## config.mk

```make
export PLATFORM = sky130hd
export DESIGN_NAME = display_source_arbiter
export DESIGN_NICKNAME = d
export VERILOG_FILES = /design/src/rtl/display_pkg.sv /design/src/rtl/blink_gen.sv /design/src/rtl/display_source_arbiter.sv
export SDC_FILE = /design/constraint.sdc
export NUM_CORES = 1
export LEC_CHECK = 0
export BUFFER_PORTS_ARGS = -buffer_cell sky130_fd_sc_hd__buf_4
export CAP_MARGIN = 20
export CORE_MARGIN = 2
export CORE_UTILIZATION = 49
export DETAILED_ROUTE_END_ITERATION = 8
export PLACE_DENSITY = 0.8
export SLEW_MARGIN = 0
export SYNTH_ARGS = -nofsm -noshare
export SYNTH_HDL_FRONTEND = slang
export SYNTH_SLANG_ARGS = --single-unit
```

## constraint.sdc

```tcl
create_clock -name clk -period 2.98 [get_ports clk]
set_clock_uncertainty 0.05 [all_clocks]
set_input_delay 0.149 -clock clk [delete_from_list [all_inputs] [get_ports clk]]
set_output_delay 0.149 -clock clk [all_outputs]
set_load 0.1 [all_outputs]
```

## src/rtl/display_pkg.sv

```systemverilog
// Shared definitions for the display source arbiter.
// Contents: state codes, blank code, digit index constants,
// the six-digit bundle struct and slice helpers.
package display_pkg;

  localparam int unsigned BUNDLE_W = 24;

  // State codes double as the src output value
  localparam logic [1:0] S_TIME  = 2'd0;
  localparam logic [1:0] S_WORLD = 2'd1;
  localparam logic [1:0] S_EDIT  = 2'd2;
  localparam logic [1:0] S_RING  = 2'd3;

  localparam logic [3:0] BLANK_CODE = 4'hF;

  // Digit indices, most significant digit first (matches edit_pos)
  localparam logic [2:0] DIG_H_TEN = 3'd0;
  localparam logic [2:0] DIG_H_ONE = 3'd1;
  localparam logic [2:0] DIG_M_TEN = 3'd2;
  localparam logic [2:0] DIG_M_ONE = 3'd3;
  localparam logic [2:0] DIG_S_TEN = 3'd4;
  localparam logic [2:0] DIG_S_ONE = 3'd5;

  typedef struct packed {
    logic [3:0] h_ten;
    logic [3:0] h_one;
    logic [3:0] m_ten;
    logic [3:0] m_one;
    logic [3:0] s_ten;
    logic [3:0] s_one;
  } digits_t;

  // Read one digit of a bundle by index; out-of-range returns blank
  function automatic logic [3:0] dig_get(input digits_t b, input logic [2:0] idx);
    logic [3:0] d;
    case (idx)
      DIG_H_TEN: d = b.h_ten;
      DIG_H_ONE: d = b.h_one;
      DIG_M_TEN: d = b.m_ten;
      DIG_M_ONE: d = b.m_one;
      DIG_S_TEN: d = b.s_ten;
      DIG_S_ONE: d = b.s_one;
      default:   d = BLANK_CODE;
    endcase
    return d;
  endfunction

  // Force every digit whose mask bit is set to the blank code
  function automatic digits_t dig_blank(input digits_t b, input logic [5:0] mask);
    digits_t r;
    r = b;
    if (mask[DIG_H_TEN]) r.h_ten = BLANK_CODE;
    if (mask[DIG_H_ONE]) r.h_one = BLANK_CODE;
    if (mask[DIG_M_TEN]) r.m_ten = BLANK_CODE;
    if (mask[DIG_M_ONE]) r.m_one = BLANK_CODE;
    if (mask[DIG_S_TEN]) r.s_ten = BLANK_CODE;
    if (mask[DIG_S_ONE]) r.s_one = BLANK_CODE;
    return r;
  endfunction

endpackage

```

## src/rtl/blink_gen.sv

```systemverilog
// Blink phase generator: blink_on toggles every BLINK_HALF clk cycles.
// Ports: clk, rst (async, active-high), restart (clear count, force visible),
//        blink_on (registered phase), blink_nxt_c (phase after this edge).
module blink_gen #(
  parameter int unsigned BLINK_HALF = 12_500_000
) (
  input  logic clk,
  input  logic rst,
  input  logic restart,
  output logic blink_on,
  output logic blink_nxt_c
);

  localparam int unsigned CNT_W = (BLINK_HALF > 1) ? $clog2(BLINK_HALF) : 1;
  localparam logic [CNT_W-1:0] CNT_LAST = CNT_W'(BLINK_HALF - 1);

  logic [CNT_W-1:0] r_cnt;
  logic [CNT_W-1:0] w_cnt_nxt;
  logic             r_on;
  logic             w_on_nxt;

  // Next count/phase; restart wins so a new view starts visible
  always_comb begin
    w_cnt_nxt = r_cnt;
    w_on_nxt  = r_on;
    if (restart) begin
      w_cnt_nxt = '0;
      w_on_nxt  = 1'b1;
    end else if (r_cnt == CNT_LAST) begin
      w_cnt_nxt = '0;
      w_on_nxt  = ~r_on;
    end else begin
      w_cnt_nxt = r_cnt + CNT_W'(1);
    end
  end

  always_ff @(posedge clk or posedge rst) begin
    if (rst) begin
      r_cnt <= '0;
      r_on  <= 1'b1;
    end else begin
      r_cnt <= w_cnt_nxt;
      r_on  <= w_on_nxt;
    end
  end

  assign blink_on    = r_on;
  assign blink_nxt_c = w_on_nxt;

endmodule

```

## src/rtl/display_source_arbiter.sv

```systemverilog
// Selects which six-digit source drives the 7-segment display controller.
// Priority RING > EDIT > WORLD > TIME, timed world-clock hold, per-digit blink
// in edit mode and whole-display blink while ringing. Outputs are registered.
// Optional macro ARB_SNOOZE_EN adds a snooze input that defers ring re-entry.
// Ports: clk, rst (async, active-high), tick_1hz, time/alarm/world_digits,
//        world_req, alarm_edit, edit_pos, alarm_ring, ring_ack, snooze,
//        h_ten..s_one (digit outputs), src (active state code).
module display_source_arbiter
  import display_pkg::*;
#(
  parameter int unsigned HOLD_SEC   = 5,
  parameter int unsigned BLINK_HALF = 12_500_000,
  parameter int unsigned SNOOZE_SEC = 60
) (
  input  logic                clk,
  input  logic                rst,
  input  logic                tick_1hz,
  input  logic [BUNDLE_W-1:0] time_digits,
  input  logic [BUNDLE_W-1:0] alarm_digits,
  input  logic [BUNDLE_W-1:0] world_digits,
  input  logic                world_req,
  input  logic                alarm_edit,
  input  logic [2:0]          edit_pos,
  input  logic                alarm_ring,
  input  logic                ring_ack,
  input  logic                snooze,
  output logic [3:0]          h_ten,
  output logic [3:0]          h_one,
  output logic [3:0]          m_ten,
  output logic [3:0]          m_one,
  output logic [3:0]          s_ten,
  output logic [3:0]          s_one,
  output logic [1:0]          src
);

  localparam int unsigned HOLD_W = ($clog2(HOLD_SEC + 1) > 0) ? $clog2(HOLD_SEC + 1) : 1;

  logic [1:0]        r_state;
  logic [1:0]        w_state_nxt;
  logic [HOLD_W-1:0] r_hold_cnt;
  logic [HOLD_W-1:0] w_hold_nxt;
  logic              r_ack_hold;
  logic              w_ack_hold_nxt;
  digits_t           r_digits;
  digits_t           w_digits_nxt;
  logic [5:0]        w_mask;
  logic              w_restart;
  logic              w_blink_on;
  logic              w_blink_nxt;
  logic              w_snooze_exit;
  logic              w_ring_inhibit;
  logic              w_ring_ok;
  logic              w_unused;

`ifdef ARB_SNOOZE_EN
  localparam int unsigned SNZ_W = ($clog2(SNOOZE_SEC + 1) > 0) ? $clog2(SNOOZE_SEC + 1) : 1;

  logic [SNZ_W-1:0] r_snooze_cnt;
  logic [SNZ_W-1:0] w_snooze_nxt;

  assign w_snooze_exit  = snooze;
  assign w_ring_inhibit = (r_snooze_cnt != '0);

  // Snooze countdown; ack or alarm release cancels any pending snooze
  always_comb begin
    w_snooze_nxt = r_snooze_cnt;
    if (tick_1hz && (r_snooze_cnt != '0))
      w_snooze_nxt = r_snooze_cnt - SNZ_W'(1);
    if ((r_state == S_RING) && snooze && alarm_ring && !ring_ack)
      w_snooze_nxt = SNZ_W'(SNOOZE_SEC);
    if (ring_ack || !alarm_ring)
      w_snooze_nxt = '0;
  end

  always_ff @(posedge clk or posedge rst) begin
    if (rst) r_snooze_cnt <= '0;
    else     r_snooze_cnt <= w_snooze_nxt;
  end

  assign w_unused = w_blink_on;
`else
  assign w_snooze_exit  = 1'b0;
  assign w_ring_inhibit = 1'b0;
  assign w_unused       = &{1'b0, w_blink_on, snooze, (SNOOZE_SEC != 0)};
`endif

  assign w_ring_ok = alarm_ring && !r_ack_hold && !w_ring_inhibit;

  // Next-state, hold counter and acknowledge latch
  always_comb begin
    w_state_nxt    = r_state;
    w_hold_nxt     = r_hold_cnt;
    w_ack_hold_nxt = r_ack_hold;

    case (r_state)
      S_RING: begin
        if (!alarm_ring || ring_ack || w_snooze_exit)
          w_state_nxt = alarm_edit ? S_EDIT : S_TIME;
      end
      default: begin
        if (w_ring_ok) begin
          w_state_nxt = S_RING;
        end else if (alarm_edit) begin
          w_state_nxt = S_EDIT;
        end else if (r_state == S_EDIT) begin
          w_state_nxt = S_TIME;
        end else if (r_state == S_WORLD) begin
          // A fresh request reloads even if a tick lands in the same cycle
          if (world_req) begin
            w_hold_nxt = HOLD_W'(HOLD_SEC);
          end else if (tick_1hz) begin
            if (r_hold_cnt == HOLD_W'(1)) w_state_nxt = S_TIME;
            else                          w_hold_nxt  = r_hold_cnt - HOLD_W'(1);
          end
        end else if (world_req) begin
          w_state_nxt = S_WORLD;
          w_hold_nxt  = HOLD_W'(HOLD_SEC);
        end
      end
    endcase

    // Leaving the world view in any way discards the remaining hold
    if (w_state_nxt != S_WORLD) w_hold_nxt = '0;

    // Ack only suppresses re-entry while the same alarm condition persists
    if (!alarm_ring)
      w_ack_hold_nxt = 1'b0;
    else if ((r_state == S_RING) && ring_ack)
      w_ack_hold_nxt = 1'b1;
  end

  assign w_restart = (w_state_nxt != r_state) &&
                     ((w_state_nxt == S_EDIT) || (w_state_nxt == S_RING));

  blink_gen #(
    .BLINK_HALF (BLINK_HALF)
  ) u_blink_gen (
    .clk         (clk),
    .rst         (rst),
    .restart     (w_restart),
    .blink_on    (w_blink_on),
    .blink_nxt_c (w_blink_nxt)
  );

  // Output mux uses the blink phase that is current once this edge lands,
  // so displayed digits and blink_on stay in step
  always_comb begin
    w_mask       = 6'b0;
    w_digits_nxt = digits_t'(time_digits);
    case (w_state_nxt)
      S_WORLD: w_digits_nxt = digits_t'(world_digits);
      S_EDIT: begin
        w_digits_nxt = digits_t'(alarm_digits);
        if (!w_blink_nxt && (edit_pos < 3'd6))
          w_mask = 6'b000001 << edit_pos;
      end
      S_RING: begin
        if (!w_blink_nxt) w_mask = 6'b111111;
      end
      default: w_digits_nxt = digits_t'(time_digits);
    endcase
    w_digits_nxt = dig_blank(w_digits_nxt, w_mask);
  end

  always_ff @(posedge clk or posedge rst) begin
    if (rst) begin
      r_state    <= S_TIME;
      r_hold_cnt <= '0;
      r_ack_hold <= 1'b0;
      r_digits   <= '0;
    end else begin
      r_state    <= w_state_nxt;
      r_hold_cnt <= w_hold_nxt;
      r_ack_hold <= w_ack_hold_nxt;
      r_digits   <= w_digits_nxt;
    end
  end

  assign src   = r_state;
  assign h_ten = r_digits.h_ten;
  assign h_one = r_digits.h_one;
  assign m_ten = r_digits.m_ten;
  assign m_one = r_digits.m_one;
  assign s_ten = r_digits.s_ten;
  assign s_one = r_digits.s_one;

endmodule

```

* Yosys cells after proc, flatten, opt, wreduce, memory -nomap -nowiden
Index checks and enable logic that the tools add are counted.
** Word-level totals
- Bits of input ports :: 83
- Register bits :: 55
- Output and inout bits :: 26
- Logic and storage cells :: 81
** Cells by class
- Magnitude comparators :: 1
- Equal/unequal tests :: 16
- Reductions and logical operators :: 12
- Add/sub/neg operators :: 2
- Shift-type cells :: 1
- Bitwise operators :: 1
- Multiplexer cells :: 37
** Operator list (count)
- $mux W24 :: 2
- $pmux W24 S2 :: 1
- $mux W3 :: 10
- $add A24 B1 Y24 const B :: 1
- $eq A24 B24 Y1 const B :: 1
- $mux W4 :: 6
- $mux W2 :: 11
- $mux W6 :: 2
- $pmux W6 S2 :: 1
- $ne A2 B1 Y1 const B :: 5
- $eq A2 B2 Y1 const B :: 4
- $reduce_and A7 Y1 :: 1
- $reduce_bool A3 Y1 :: 2
- $shl A1 B3 Y6 const A :: 1
- $eq A2 B1 Y1 const B :: 2
- $logic_and A1 B1 Y1 :: 4
- $mux W1 :: 4
- $eq A3 B1 Y1 const B :: 1
- $logic_not A1 Y1 :: 3
- $lt A3 B3 Y1 const B :: 1
- $ne A3 B2 Y1 const B :: 1
- $sub A3 B1 Y3 const B :: 1
- $logic_or A1 B1 Y1 :: 2
- $ne A2 B2 Y1 :: 1
- 2 further kinds :: 2

* Longest topological paths before layout
- Depth after elaboration :: 18
- Depth in mapped cells :: 11
- Mapped depth without buffers :: 10

* By module
Synthesis repeated with hierarchy kept, for this count alone.
** Unflattened totals
- Cell total of the unflattened synthesis :: 318
- Area, all modules :: 3027.9 um^2
** By module, submodules not included
- display_source_arbiter :: sequential area each 750.7 um^2, area an instance 1657.8 um^2, times used 1, cells each 176
- blink_gen :: sequential area each 626.9 um^2, area an instance 1370.1 um^2, times used 1, cells each 142

* Least setup slack after synthesis
Ideal clock, no wire load.
- Path kind :: register to register
- Start :: reg r_state[1] (netlist: src[1])
- End :: reg r_digits, in the netlist h_one[0]
- Path slack :: -0.429 ns
- Stages on the path, launching flop included :: 11
- Clock period less this slack :: 3.409 ns
- Required time :: 2.788 ns
- Buffers on the path :: 2
- Arrival :: 3.216 ns
- Path through :: dfrtp_1 -> buf_2 -> a21boi_1 -> a311oi_2 -> or2_1 -> ha_1 -> nand2_1 -> a311o_1 -> o211ai_4 -> buf_6 -> o221ai_1
** RTL lines
- start, declared :: RTL line display_source_arbiter.sv:38 : logic [1:0] r_state;
- start signal, assigned :: RTL line display_source_arbiter.sv:172 : r_state <= w_state_nxt;
- end signal, assigned :: RTL line display_source_arbiter.sv:175 : r_digits <= w_digits_nxt;
- end, declared :: RTL line display_source_arbiter.sv:44 : digits_t r_digits;

==> metrics.md <==
| Metric | Value |
|---|---|
| Outcome | finished clean |
| Arrival time worst endpoint | 2.80 ns |
| Delay-heaviest family, CP | compound AO/OA/AOI/OAI gates |
| Critical path endpoint category | flop |
| Slew @ Worst Pin | 0.7238 ns |
| First-pass GRT wire length | roughly 13 mm |
| Peak Freq | approximately 370 MHz |
| MaxCap Viol Count | 0 |
| Switching part of the total | 0.4488 |
| Routed wire length | 8.165 mm |
| CTS Buf Count | 5 |
| Final non-filler cell total | 500 |
| Vias in the first global route | about 2.8k |
| Cts repair resizes | 0 |
| Synth top area cells | dfrtp_1, o221ai_1, a22oi_1 |
| DRC Markers | 0 |
| Final antenna diode count | 0 |
| P&R area growth vs syn | 41.32% |
| Clock Latency Late Sink | between 0.3 and 0.4 ns |
| Seq/Total Area, Yosys | 0.4705 |
| Initial antenna violation count | 0 |
| Internal cell power | approximately 1.4 mW |
| Worst-path cell chain | ha_1 -> nor2b_1 -> a31oi_1 -> a21oi_1 -> ha_1 -> buf_4 -> nor2b_1 -> a21oi_1 -> o221ai_1 |
| Startpoint Class | flop |
| Synth unique cells | 43 |
| CP peak stage delay | ~0.43 ns |
| Design area | just over 4000 sq um |
| Comb pwr share | 0.450 |
| GRT Total Usage | 0.2617 |
| Number of hold violations in the final report | 0 |
| Root buf cell | clkbuf_8 |
| Die area | between 6000 and 7000 sq um |
| TNS Setup | 0 ns |
| P per Cell Area | 613.2 nW/um^2 |
| Synth top area share | 0.4615 |
| Synth Register Bits | 55 |
| DIE HEIGHT | approximately 81 um |
| CTS H-Tree Depth | 2 |
| Slowest CP cell | dfrtp_1 |
| Clock Pin Slew Worst Setup and Hold Paths | ~0.10 ns |
| Initial Util | 0.5004 |
| Placed instance count | roughly 470 |
| EDFF count, synth | 0 |
| DR vias | just under 3k |
| GP Congestion | 0.8573 |
| Final period util | 0.9025 |
| Net switching power | around 1.1 mW |
| Max FO, Critical Path | 28 |
| RSZ-0062 raised after global routing | false |
| Worst Path Required | ~3 ns |
| Crit path setup slack, layout | 0.2905 ns |
| CTS tree | built |
| # rows | 28 |
| Avg WL per Cell | ~16 um |
| Top-count cell post-synth | dfrtp_1 |
| Bufs on Longest Clock Path | 2 |
| Clock power frac | 0.197 |
| Static leakage | between 1.5 and 2 nW |
| Main synth FF type | dfrtp_1 |
| Pre-CTS setup slack | around 0.24 ns |
| Netlist Area Pre-Place | 2928 sq um |
| WP buf/inv | 1 |
| Post-synth ARST share | 1.000 |
| WS Path Type | flop to flop |
| Worst vdd ir | slightly above 0.0004 V |
| Synth warnings | 0 |
| Avg Cell Area, Syn | slightly below 10 sq um |
| ANT nets after route | 0 |
| Rel. slew slack | 0.5130 |
| CTS sink cnt | 55 |
| Post-synth net total | around 390 |
| Nets | 512 |
| Iter 0 DRT Violations | roughly 170 |
| Vias per Instance | between 5 and 6 |
| HP Class | input port to flop |
| Die X-Extent | between 80 and 90 um |
| TritonRoute pass-1 iters | 7 |
| Final Util | 0.7072 |
| Share of cells above drive strength 1 | 0.3224 |
| Core Area | 5851 sq um |
| Post-synth top area cell | dfrtp_1 |
| Final Critical Period | around 2.7 ns |
| Synth Instances | 300 |
| Placed wire-length estimate | ~5.7 mm |
| Setup Viol. Count Final | 0 |
| Gr ovfl total | 0 |
| Io pins | ~110 |
| Placed inst area | about 3800 sq um |
| Reg power frac | 0.353 |
| Post-synth top cells | dfrtp_1, nand2_1, nor2_1, a22oi_1, o221ai_1 |
| Largest net degree at the start of global routing | slightly below 50 |
| Max Slew Vio Count | 0 |
| # port buffers | about 110 |
-- state kept, by name (all words and copies together) (netlist names) --
name and count:
src 2, r_ack_hold 1, u_blink_gen.r_cnt 24, s_one 4
s_ten 4, h_one 4, r_hold_cnt 3, m_ten 4
m_one 4, h_ten 4, u_blink_gen.blink_on 1
-- timing repair --
item	4_1_cts	5_1_grt
endpoints found under the setup margin	0	4
hold buffers	17	0
setup buffers	0	2
endpoints found under the hold margin	48	0
-- power groups by stage --
| stage | Sequential [mW] | Clock [mW] | Combinational [mW] |
|---|---|---|---|
| detailed placement | 0.908 | 0 | 1.12 |
| global placement | 0.907 | 0 | 1.11 |
| finish | 0.895 | 0.500 | 1.14 |
| CTS | 0.894 | 0.509 | 1.13 |
| floorplan | 1.44 | 0 | 0.276 |
| global route | 0.905 | 0.535 | 1.20 |
-- stage by stage --
| stage | power, mW | hold WS [ns] |
|---|---|---|
| after global placement | 2.012 | 0.2608 |
| after CTS | 2.537 | 0.001530 |
| after detailed placement | 2.025 | 0.2665 |
| final | 2.537 | 0.002229 |
| after global routing | 2.640 | 0.01672 |
| after floorplan | 1.714 | 0.2216 |
-- final timing paths --
kind,slack (ns),from,depth (start not counted),to
worst max-delay path,0.29,r_hold_cnt[0]$_DFFE_PP0P_,9,h_ten[2]$_DFF_PP0_
worst min-delay path,0.002,time_digits[0],3,s_one[0]$_DFF_PP0_
worst max register to register,0.29,r_hold_cnt[0]$_DFFE_PP0P_,9,h_ten[2]$_DFF_PP0_
worst min register to register,0.44,u_blink_gen.r_cnt[0]$_DFF_PP0_,1,u_blink_gen.r_cnt[0]$_DFF_PP0_
max in group asynchronous,1.59,rst,4,u_blink_gen.blink_on$_DFF_PP1_
min in group asynchronous,0.46,rst,3,src[1]$_DFF_PP0_
-- area by class of cell --
| cell class | count | area, sq um |
|---|---|---|
| multi-input cells | 218 | 1440 |
| inverters | 10 | 37.54 |
| repair buffers | 134 | 1074 |
| fillers | 419 | 1713 |
| flip-flops and latches | 55 | 1380 |
| well taps | 75 | 93.84 |
| clock inverters | 3 | 43.79 |
| clock buffers | 5 | 68.82 |
-- layer usage --
layer,global-route usage,vias up,part of all wire
li1,-,1349,-
met4,0.08983,0,0.020
met3,0.08333,19,0.080
met5,0,-,0
met2,0.4443,118,0.52
met1,0.3121,1397,0.38
-- cell usage in the layout, fill, tap and decap left out, types with 2 or more instances in the layout --
cell type      count
dlygate4sd3_1     17
xnor2_1            6
a31oi_1            5
dfrtp_2            2
buf_12             2
nor3_2             2
or3_1              5
nor2b_1            6
buf_4            115
dfrtp_1           52
o21ai_0            6
o221ai_1          24
a22oi_1           24
and4_1             3
xor2_1            12
nand2b_1           2
nand2_1           41
clkbuf_8           5
nand3_1            8
ha_1               5
nor2_1            31
nand4_1           11
inv_1              9
a21oi_1            8
-- kinds of logic after synthesis --
kind of cell | count (synthesis) | synth area share
and+or+nand+nor | 116 | 0.2034
xor gates and xnor gates | 18 | 0.05385
adders and majority gates | 5 | 0.02137
AOI/OAI and AO/OA | 78 | 0.2060
muxes | 1 | 0.003419
buffers and inverters | 27 | 0.04145
DFF | 55 | 0.4705
-- worst register-to-register path, delay by kind of cell (launching register included) --
family | cells | cell delay [ns]
flops | 1 | 0.43
buf+inv | 1 | 0.24
fa+ha+maj | 2 | 0.45
compound gates | 4 | 1.00
simple gates | 2 | 0.36
(Power assumes the default switching activity.)
